===== config.mk =====
export PLATFORM = sky130hd
export DESIGN_NAME = pixel_window_fetcher
export DESIGN_NICKNAME = d
export VERILOG_FILES = /design/src/rtl/pixel_window_fetcher_pkg.sv /design/src/rtl/pixel_window_fetcher_fifo.sv /design/src/rtl/pixel_window_fetcher.sv
export SDC_FILE = /design/constraint.sdc
export NUM_CORES = 1
export LEC_CHECK = 0
export ABC_AREA = 1
export BUFFER_PORTS_ARGS = -buffer_cell sky130_fd_sc_hd__buf_4
export CORE_MARGIN = 3
export CORE_UTILIZATION = 30
export DETAILED_ROUTE_END_ITERATION = 10
export MAX_ROUTING_LAYER = met4
export SYNTH_ARGS = -nofsm -noshare
export SYNTH_HDL_FRONTEND = slang
export SYNTH_HIERARCHICAL = 1
export SYNTH_SLANG_ARGS = --single-unit
export TNS_END_PERCENT = 10

===== constraint.sdc =====
create_clock -name csi_clk -period 5.6 [get_ports csi_clk]
set_clock_uncertainty 0.2 [all_clocks]
set_input_delay 1.12 -clock csi_clk [delete_from_list [all_inputs] [get_ports csi_clk]]
set_output_delay 1.12 -clock csi_clk [all_outputs]
set_load 0.1 [all_outputs]

===== src/rtl/pixel_window_fetcher_pkg.sv =====
// rtl/pixel_window_fetcher_pkg.sv - shared types, register map and field positions for the pixel window fetcher
package pixel_window_fetcher_pkg;

  typedef enum logic [1:0] {
    IDLE,
    PULSE,
    SETTLE,
    CHECK
  } fetch_state_e;

  localparam logic [1:0] ADDR_DATA   = 2'd0;
  localparam logic [1:0] ADDR_STATUS = 2'd1;
  localparam logic [1:0] ADDR_XWIN   = 2'd2;
  localparam logic [1:0] ADDR_CTRL   = 2'd3;

  localparam int EDGE_BIT = 30;
  localparam int TMO_BIT  = 31;

  localparam int ST_LEVEL_LSB = 0;
  localparam int ST_TMO_BIT   = 8;
  localparam int ST_BUSY_BIT  = 9;
  localparam int ST_Y_LSB     = 16;

  localparam int XWIN_LO_LSB = 0;
  localparam int XWIN_HI_LSB = 16;

  localparam int CTRL_PREFETCH_BIT = 0;
  localparam int CTRL_CLEAR_BIT    = 1;

endpackage


===== src/rtl/pixel_window_fetcher_fifo.sv =====
// rtl/pixel_window_fetcher_fifo.sv - synchronous prefetch FIFO with flush, combinational head and level count
module pixel_fifo #(
  parameter int WIDTH = 43,
  parameter int DEPTH = 4
) (
  input  logic                     clk,
  input  logic                     rst_n,
  input  logic                     flush,
  input  logic                     push,
  input  logic [WIDTH-1:0]         push_data,
  input  logic                     pop,
  output logic [WIDTH-1:0]         head_data,
  output logic                     full,
  output logic                     empty,
  output logic [$clog2(DEPTH):0]   level
);

  localparam int AW = $clog2(DEPTH);
  localparam logic [AW:0]   FULL_LEVEL = (AW+1)'(DEPTH);
  localparam logic [AW:0]   LVL_ONE    = (AW+1)'(1);
  localparam logic [AW-1:0] PTR_ONE    = AW'(1);

  logic [WIDTH-1:0] mem_q [DEPTH];
  logic [AW-1:0]    wr_ptr_q, wr_ptr_d;
  logic [AW-1:0]    rd_ptr_q, rd_ptr_d;
  logic [AW:0]      level_q, level_d;

  assign head_data = mem_q[rd_ptr_q];
  assign full      = (level_q == FULL_LEVEL);
  assign empty     = (level_q == '0);
  assign level     = level_q;

  always_comb begin
    wr_ptr_d = wr_ptr_q;
    rd_ptr_d = rd_ptr_q;
    level_d  = level_q;
    if (flush) begin
      wr_ptr_d = '0;
      rd_ptr_d = '0;
      level_d  = '0;
    end else begin
      if (push) wr_ptr_d = wr_ptr_q + PTR_ONE;
      if (pop)  rd_ptr_d = rd_ptr_q + PTR_ONE;
      case ({push, pop})
        2'b10:   level_d = level_q + LVL_ONE;
        2'b01:   level_d = level_q - LVL_ONE;
        default: level_d = level_q;
      endcase
    end
  end

  always_ff @(posedge clk or negedge rst_n) begin
    if (!rst_n) begin
      wr_ptr_q <= '0;
      rd_ptr_q <= '0;
      level_q  <= '0;
    end else begin
      wr_ptr_q <= wr_ptr_d;
      rd_ptr_q <= rd_ptr_d;
      level_q  <= level_d;
    end
  end

  // Storage carries no reset; only the pointers define validity.
  always_ff @(posedge clk) begin
    if (push && !flush) mem_q[wr_ptr_q] <= push_data;
  end

  assert property (@(posedge clk) disable iff (!rst_n) !(push && full));

endmodule


===== src/rtl/pixel_window_fetcher.sv =====
// rtl/pixel_window_fetcher.sv - Avalon-MM pixel fetcher: bus decode, registers, fetch FSM, retry counter, packer
module pixel_window_fetcher
  import pixel_window_fetcher_pkg::*;
#(
  parameter int COLOR_W       = 8,
  parameter int COORD_W       = 11,
  parameter int X_MAX         = 640,
  parameter int X_LO_DEF      = 6,
  parameter int X_HI_DEF      = 637,
  parameter int FIFO_DEPTH    = 4,
  parameter int SETTLE_CYCLES = 1,
  parameter int MAX_RETRY     = 1023
) (
  input  logic               csi_clk,
  input  logic               rsi_reset_n,
  input  logic [1:0]         avs_s0_address,
  input  logic               avs_s0_read,
  input  logic               avs_s0_write,
  input  logic [31:0]        avs_s0_writedata,
  output logic [31:0]        avs_s0_readdata,
  output logic               avs_s0_waitrequest,
  input  logic [COLOR_W-1:0] coe_c0_red,
  input  logic [COLOR_W-1:0] coe_c1_green,
  input  logic [COLOR_W-1:0] coe_c2_blue,
  input  logic               coe_c3_switchzero,
  output logic               coe_c4_requestclock,
  input  logic [COORD_W-1:0] coe_c5_x,
  input  logic [COORD_W-1:0] coe_c6_y
);

  localparam int FW       = 32 + COORD_W;
  localparam int LVL_W    = $clog2(FIFO_DEPTH) + 1;
  localparam int RETRY_W  = $clog2(MAX_RETRY + 1);
  localparam int SETTLE_W = $clog2(SETTLE_CYCLES + 1);
  localparam logic [RETRY_W-1:0]  RETRY_LIMIT = RETRY_W'(MAX_RETRY);
  localparam logic [RETRY_W-1:0]  RETRY_ONE   = RETRY_W'(1);
  localparam logic [SETTLE_W-1:0] SETTLE_LAST = SETTLE_W'(SETTLE_CYCLES - 1);
  localparam logic [SETTLE_W-1:0] SETTLE_ONE  = SETTLE_W'(1);
  localparam logic [COORD_W-1:0]  X_LAST      = COORD_W'(X_MAX);

  fetch_state_e        state_q, state_d;
  logic [SETTLE_W-1:0] settle_q, settle_d;
  logic [RETRY_W-1:0]  retry_q, retry_d, retry_inc;
  logic [COORD_W-1:0]  x_lo_q, x_lo_d, x_hi_q, x_hi_d;
  logic [COORD_W-1:0]  last_y_q, last_y_d;
  logic                prefetch_en_q, prefetch_en_d;
  logic                timeout_q, timeout_d;

  logic             data_rd, wr_xwin, wr_ctrl, trigger;
  logic             push, pop, timeout_set, latch_y;
  logic [31:0]      push_word;
  logic [FW-1:0]    fifo_head;
  logic             fifo_full, fifo_empty;
  logic [LVL_W-1:0] fifo_level;
  logic             unused_bits;

  assign data_rd            = avs_s0_read && (avs_s0_address == ADDR_DATA);
  assign wr_xwin            = avs_s0_write && (avs_s0_address == ADDR_XWIN);
  assign wr_ctrl            = avs_s0_write && (avs_s0_address == ADDR_CTRL);
  assign avs_s0_waitrequest = data_rd && fifo_empty;
  assign pop                = data_rd && !fifo_empty;
  assign coe_c4_requestclock = (state_q == PULSE);
  assign retry_inc          = retry_q + RETRY_ONE;
  assign trigger            = (data_rd && fifo_empty) || (prefetch_en_q && !fifo_full);
  assign unused_bits        = ^{avs_s0_writedata, fifo_head[FW-1:32]};

  pixel_fifo #(.WIDTH(FW), .DEPTH(FIFO_DEPTH)) u_fifo (
    .clk       (csi_clk),
    .rst_n     (rsi_reset_n),
    .flush     (coe_c3_switchzero),
    .push      (push),
    .push_data ({coe_c6_y, push_word}),
    .pop       (pop),
    .head_data (fifo_head),
    .full      (fifo_full),
    .empty     (fifo_empty),
    .level     (fifo_level)
  );

  always_comb begin
    state_d     = state_q;
    settle_d    = settle_q;
    retry_d     = retry_q;
    push        = 1'b0;
    push_word   = '0;
    timeout_set = 1'b0;
    latch_y     = 1'b0;
    if (coe_c3_switchzero) begin
      state_d = IDLE;
    end else begin
      case (state_q)
        IDLE: begin
          retry_d = '0;
          if (trigger) state_d = PULSE;
        end
        PULSE: begin
          settle_d = SETTLE_LAST;
          state_d  = SETTLE;
        end
        SETTLE: begin
          if (settle_q == '0) state_d = CHECK;
          else                settle_d = settle_q - SETTLE_ONE;
        end
        CHECK: begin
          if (coe_c5_x == '0 || coe_c5_x > X_LAST) begin
            retry_d = retry_inc;
            if (retry_inc < RETRY_LIMIT) begin
              state_d = PULSE;
            end else begin
              push               = 1'b1;
              push_word[TMO_BIT] = 1'b1;
              timeout_set        = 1'b1;
              state_d            = IDLE;
            end
          end else begin
            push    = 1'b1;
            latch_y = 1'b1;
            state_d = IDLE;
            // Inverted window (x_lo > x_hi) never matches, so every active column is an edge.
            if (coe_c5_x >= x_lo_q && coe_c5_x <= x_hi_q)
              push_word[3*COLOR_W-1:0] = {coe_c0_red, coe_c1_green, coe_c2_blue};
            else
              push_word[EDGE_BIT] = 1'b1;
          end
        end
        default: state_d = IDLE;
      endcase
    end
  end

  always_comb begin
    x_lo_d        = x_lo_q;
    x_hi_d        = x_hi_q;
    prefetch_en_d = prefetch_en_q;
    timeout_d     = timeout_q;
    last_y_d      = latch_y ? coe_c6_y : last_y_q;
    if (wr_xwin) begin
      x_lo_d = avs_s0_writedata[XWIN_LO_LSB +: COORD_W];
      x_hi_d = avs_s0_writedata[XWIN_HI_LSB +: COORD_W];
    end
    if (wr_ctrl) begin
      prefetch_en_d = avs_s0_writedata[CTRL_PREFETCH_BIT];
      if (avs_s0_writedata[CTRL_CLEAR_BIT]) timeout_d = 1'b0;
    end
    if (timeout_set) timeout_d = 1'b1;
  end

  always_comb begin
    avs_s0_readdata = '0;
    if (avs_s0_read) begin
      case (avs_s0_address)
        ADDR_DATA:   if (!fifo_empty) avs_s0_readdata = fifo_head[31:0];
        ADDR_STATUS: begin
          avs_s0_readdata[ST_LEVEL_LSB +: 8]     = 8'(fifo_level);
          avs_s0_readdata[ST_TMO_BIT]            = timeout_q;
          avs_s0_readdata[ST_BUSY_BIT]           = (state_q != IDLE);
          avs_s0_readdata[ST_Y_LSB +: COORD_W]   = last_y_q;
        end
        ADDR_XWIN: begin
          avs_s0_readdata[XWIN_LO_LSB +: COORD_W] = x_lo_q;
          avs_s0_readdata[XWIN_HI_LSB +: COORD_W] = x_hi_q;
        end
        default:     avs_s0_readdata[CTRL_PREFETCH_BIT] = prefetch_en_q;
      endcase
    end
  end

  always_ff @(posedge csi_clk or negedge rsi_reset_n) begin
    if (!rsi_reset_n) begin
      state_q       <= IDLE;
      settle_q      <= '0;
      retry_q       <= '0;
      x_lo_q        <= COORD_W'(X_LO_DEF);
      x_hi_q        <= COORD_W'(X_HI_DEF);
      last_y_q      <= '0;
      prefetch_en_q <= 1'b0;
      timeout_q     <= 1'b0;
    end else begin
      state_q       <= state_d;
      settle_q      <= settle_d;
      retry_q       <= retry_d;
      x_lo_q        <= x_lo_d;
      x_hi_q        <= x_hi_d;
      last_y_q      <= last_y_d;
      prefetch_en_q <= prefetch_en_d;
      timeout_q     <= timeout_d;
    end
  end

endmodule


== Word level (Yosys, flattened, before mapping) ==
Memories as Yosys holds them, arrays and structs flattened.
Cells that the tools add are included.

* Input bits: 85
* Memory bits (writable): 148
* Memories kept: 1
* Output and inout port bits: 34
* Register bits after elaboration: 55
* Logic and storage cells: 111

{| class="wikitable"
|+ Memories
! name !! depth !! bits a word !! rd ports !! clocked after memory_dff !! write ports !! RTL line !! source
|-
| u_fifo.mem_q || 4 || 37 || 1 || 0 || 1 || pixel_window_fetcher_fifo.sv:23 || <nowiki>logic [WIDTH-1:0] mem_q [DEPTH];</nowiki>
|}

* Order comparisons: 4
* Add/subtract/negate cells: 6
* Muxes and demuxes: 47
* Bitwise logic cells: 1
* Equality and inequality tests: 12
* Reduce and logical (&&, ||, !) cells: 29

{| class="wikitable"
|+ Operators with widths
! operator !! number
|-
| two-way mux 24 bit || 4
|-
| two-way mux 32 bit || 2
|-
| case mux 11 bit (3 select lines) || 1
|-
| case mux 9 bit (3 select lines) || 1
|-
| two-way mux 2 bit || 10
|-
| case mux 10 bit (2 select lines) || 1
|-
| two-way mux 1 bit || 19
|-
| nonzero test 2 bit || 7
|-
| greater-or-equal comparator 11 bit || 1
|-
| greater-than comparator 11 x 10 -> 1 bit, second input constant || 1
|-
| less-or-equal comparator 11 bit || 1
|-
| logical NOT 11 bit || 1
|-
| adder 10 x 1 -> 10 bit, second input constant || 1
|-
| == test 2 bit, second input constant || 5
|-
| less-than comparator 10 bit, second input constant || 1
|-
| two-way mux 10 bit || 1
|-
| two-way mux 5 bit || 2
|-
| logical AND 1 bit || 8
|-
| case mux 2 bit (4 select lines) || 1
|-
| == test 2 x 1 -> 1 bit, second input constant || 3
|-
| inequality test 3 bit, second input constant || 2
|-
| case mux 3 bit (2 select lines) || 1
|-
| AND reduction 2 bit || 3
|-
| adder 2 x 1 -> 2 bit, second input constant || 2
|-
| other kinds (15) || 20
|}

== Longest topological paths before layout ==
* Depth in word-level cells: 9
* Depth in mapped cells: 19
* Gate-level depth less buffers: 19

== By module ==
The synthesis kept the hierarchy.

{| class="wikitable"
|+ By module, submodules not included
! module !! cells an instance !! seq. area each (um^2) !! area each (um^2) !! times used
|-
| pixel_fifo || 476 || 5340.1 || 6821.5 || 1
|-
| pixel_window_fetcher || 528 || 1187.4 || 3578.4 || 1
|}

== Least setup slack after synthesis ==
Ideal clock, no wire load.

* Path type: in2out
* From: input avs_s0_address[1]
* To: output avs_s0_readdata[0]
* Required time: 4.280 ns
* Arrival: 3.848 ns
* Cell stages on the path: 5
* Buffers on the path: 0
* Slack: 0.432 ns
* Cell sequence: inv_1 -> nand2_1 -> nor2_4 -> a22oi_1 -> a221oi_1

* Longest elaborated chain between the ends: 3
* Elaborated cells on any way between the ends: 5
* Those cells by class: eq/ne (2); mux (2); reduce/logical (1)

{| class="wikitable"
|+ Ends and longest elaborated chain
! item !! RTL line !! source
|-
| start, declared || pixel_window_fetcher.sv:16 || <nowiki>input logic [1:0] avs_s0_address,</nowiki>
|-
| == test 2 bit, or another cell as far along || pixel_window_fetcher.sv:151 || <nowiki>case (avs_s0_address)</nowiki>
|-
| case mux 1 bit (3 select lines) * || pixel_window_fetcher.sv:151 ||
|-
| two-way mux 32 bit * || pixel_window_fetcher.sv:150 || <nowiki>if (avs_s0_read) begin</nowiki>
|-
| end, declared || pixel_window_fetcher.sv:20 || <nowiki>output logic [31:0] avs_s0_readdata,</nowiki>
|}

Mark *: on every way between the ends. The rest lies on a longest branch, timed or not.

== Worst setup path in the final report ==
* From: register u_fifo.rd_ptr_q[0]
* To: output avs_s0_readdata[0]

* Longest elaborated chain between the ends: 4

{| class="wikitable"
|+ Ends and longest elaborated chain
! item !! RTL line !! source
|-
| start, declared || pixel_window_fetcher_fifo.sv:25 || <nowiki>logic [AW-1:0] rd_ptr_q, rd_ptr_d;</nowiki>
|-
| start signal, assigned || pixel_window_fetcher_fifo.sv:59 || <nowiki>rd_ptr_q <= rd_ptr_d;</nowiki>
|-
| memory read (4 x 37 bit) || -- ||
|-
| net fifo_head[0] || pixel_window_fetcher.sv:52 || <nowiki>logic [FW-1:0] fifo_head;</nowiki>
|-
| two-way mux 32 bit || pixel_window_fetcher.sv:152 || <nowiki>ADDR_DATA: if (!fifo_empty) avs_s0_readdata = fifo_head[31:0];</nowiki>
|-
| case mux 1 bit (3 select lines) || pixel_window_fetcher.sv:151 ||
|-
| two-way mux 32 bit || pixel_window_fetcher.sv:150 ||
|}

The timed path passes the listed nets, and every way through them passes these cells.

==> results.txt <==
- Status: finished clean
- Counting along the longest clock path gives a buffer depth of 2.
- For this block, the via count after detailed routing is 6639.
* Achievable frequency: 231.5 MHz
- The via count of the first global-routing pass is 6242.
- Post-route DRC violation count: 0
- Post-Synthesis Cells: 905
- Internal power comes to 2311 uW.
* Core area: 28860 um2
- Dividing the detail-routed wire length by the instance count gives 16.42 um.
- Wire length of the first global-routing pass: 35480 um
- Pin count of the biggest net entering global routing: 66
- In this run the worst path has a maximum fanout of 65.
* Antenna Violating Nets Remaining: 0
- Post-synthesis to final-layout area growth: 20.24%
* Die Width: 177.4 um
- Arrival time reported for the critical path endpoint: 3.00 ns
- Setup repair after global routing left no endpoint under its margin.
* Initial antenna violation count: 0
- Including well taps, the total number of placed cells is 1387.
- For this run, the detailed router's first-pass iteration total came to 5.
- Clk Tree Root Cell: clkbuf_16
- The worst setup path is of the flip-flop to output port kind.
- For the pin with the worst max-slew slack, the measured transition is 0.9950 ns.
* Total of cells resized after clock tree synthesis: 0
- Boundary Pins: 119
- CTS tree: yes
- The Yosys step of the flow raised 6 warnings.
- Floorplan row count: 62
- Fraction of final layout cells with drive strength greater than 1: 17.78%
* TNS Setup: 0 ns
* Final estimated routing congestion in global placement: 0.8506
- Worst rel slew slack: 33.51%
* Required time reported for the critical path endpoint: 4.28 ns
- The clock network accounts for 35.0% of the total power.
- The max-slew violation total from the final report came to 0.
- Global routing finished with a remaining overflow of 0.
- Fill cell count: 2948
- At the placement stage, the worst setup path has a slack of 1.354 ns.
- At the later pin of the worst-skew pair, clock insertion delay measures 0.43 ns.
* Worst hold margin: 0.2800 ns
- Summed over all nets, the switching power comes to 1101 uW.
- Net switching is 32.27% of the power.
- Buffers inserted to repair hold after CTS numbered 0.
* Kind of capture point of the worst setup path: output port
- In this run, flip-flops and latches consume 46.2% of the power.
- Ratio of routed vias to standard cells: 4.679
* Total CTS buffers: 17
- Buffers placed on the I/O ports in this run total 108.
- Clock-pin slew was measured on the worst setup and hold paths at 0.08 ns.
* Clock tree sinks: 182
- Max-cap violations in this run came to 0.
- The count of cells in the finished layout, fillers not included, comes to 1419.
* Iter 0 DRT Violations: 659
- The final critical path takes up 77.15% of the cycle.
- Vertical die dimension: 177.4 um
* Maximum VDD drop: 228.8 uV
- The die covers 31480 um2.
- The smallest clock period supported by the final layout is computed as 4.320 ns.
* Final antenna diode count: 0
* Smallest setup slack after layout: 1.280 ns
- Number of setup violations in the final report: 0
- Number of hold violations in the final report: 0
- Min-delay worst type: flip-flop to flip-flop
- The final layout contains routed wiring with a total length of 23300 um.
* CP startpoint kind: flip-flop
* Synthesized area: 8817 um2
* Reg2Reg Setup Slack: 2.54 ns
- Layout Nets: 1140
- Summed over all cells, the static leakage comes to 0.004619 uW.
- Detailed placement ended at an HPWL of 15750 um.
* Cell Pwr Density: 321.8 nW/um2
- Avg Synthesized Cell Area: 9.743 um2
- In this run, the combinational gates consume 18.7% of the power.
- In this run the post-CTS setup repair buffer count came out at 0.
* Global-route total usage across every layer: 15.25%
- Initial core utilization: 30.55%
* Number of H-tree levels: 4
==> registers in the layout (all words and copies together), names as in the netlist <==
name             cells
u_fifo/mem_q       128
u_fifo/rd_ptr_q      2
prefetch_en_q        1
x_hi_q              11
state_q              2
u_fifo/wr_ptr_q      2
u_fifo/level         3
timeout_q            1
last_y_q            11
x_lo_q              11
retry_q             10
==> power by group through the flow <==
| stage | Sequential, uW | Combinational [uW] | Clock [uW] |
|---|---|---|---|
| floorplan | 1580 | 477 | 0 |
| global placement | 1610 | 629 | 0 |
| detailed placement | 1610 | 642 | 0 |
| CTS | 1580 | 645 | 1220 |
| global route | 1590 | 709 | 1280 |
| finish | 1580 | 639 | 1200 |
==> cell type report <==
| cell class | instances | area, um2 | area share [%] |
|---|---|---|---|
| clock inverters | 15 | 176.4 | 1.664 |
| well taps | 384 | 480.5 | 4.532 |
| multi-input cells | 612 | 3077 | 29.02 |
| flip-flops and latches | 182 | 5207 | 49.12 |
| inverters | 91 | 349.1 | 3.293 |
| repair buffers | 118 | 885.9 | 8.356 |
| clock buffers | 17 | 425.4 | 4.013 |
==> worst max-delay path, stage by stage, from the launching register on <==
cell and delay (ns):
dfrtp_2 0.65, inv_4 0.59, o21ai_0 0.17, o22ai_1 0.24
a22oi_1 0.14, a221oi_1 0.36, buf_4 0.37
==> metrics by stage <==
stage               total power [uW]  utilization [%]  area [um2]
global placement                2235            34.65       10000
finish                          3412            36.74       10600
detailed placement              2248            34.65       10000
global route                    3572            36.74       10600
CTS                             3441            36.74       10600
floorplan                       2059                -        8904
==> routing by layer <==
| layer | routed length, um | vias up | track usage (%) |
|---|---|---|---|
| met5 | 0 | - | - |
| met4 | 391 | 0 | 3.599 |
| met3 | 1580 | 20 | 3.680 |
| met1 | 10710 | 3135 | 20.96 |
| met2 | 10610 | 211 | 22.88 |
| li1 | - | 3273 | - |
==> cell usage in the layout (no fill, tap or decap), types with 2 or more instances in the layout <==
cell type,count
buf_4,118
clkinv_8,5
dfrtp_1,44
o21ai_0,81
inv_8,4
dfstp_2,9
nand2_1,153
inv_1,82
nor3_1,3
o22ai_1,32
nand4_1,10
clkbuf_16,17
a221oi_1,13
inv_2,5
nand3_1,21
nand2_4,2
inv_6,2
edfxtp_1,128
o21ai_1,12
ha_1,32
nor2_2,8
clkinv_1,3
a22oi_1,3
a21oi_1,37
nor2_1,165
nor2_4,3
conb_1,24
nand2_2,2
==> path summary, 6_finish.rpt <==
check	from	cells past startpoint	endpoint
setup reg to reg	state_q[0]$_DFFE_PN0P_	8	u_fifo/mem_q[0][0]$_DFFE_PP_
hold / removal	x_lo_q[1]$_DFFE_PN1P_	2	x_lo_q[1]$_DFFE_PN1P_
min in group asynchronous	rsi_reset_n	1	retry_q[3]$_DFFE_PN0P_
max in group asynchronous	rsi_reset_n	1	u_fifo/rd_ptr_q[0]$_DFFE_PN0P_
setup / recovery	u_fifo/rd_ptr_q[0]$_DFFE_PN0P_	6	avs_s0_readdata[0]
hold reg to reg	x_lo_q[1]$_DFFE_PN1P_	2	x_lo_q[1]$_DFFE_PN1P_
(Power assumes the default switching activity.)
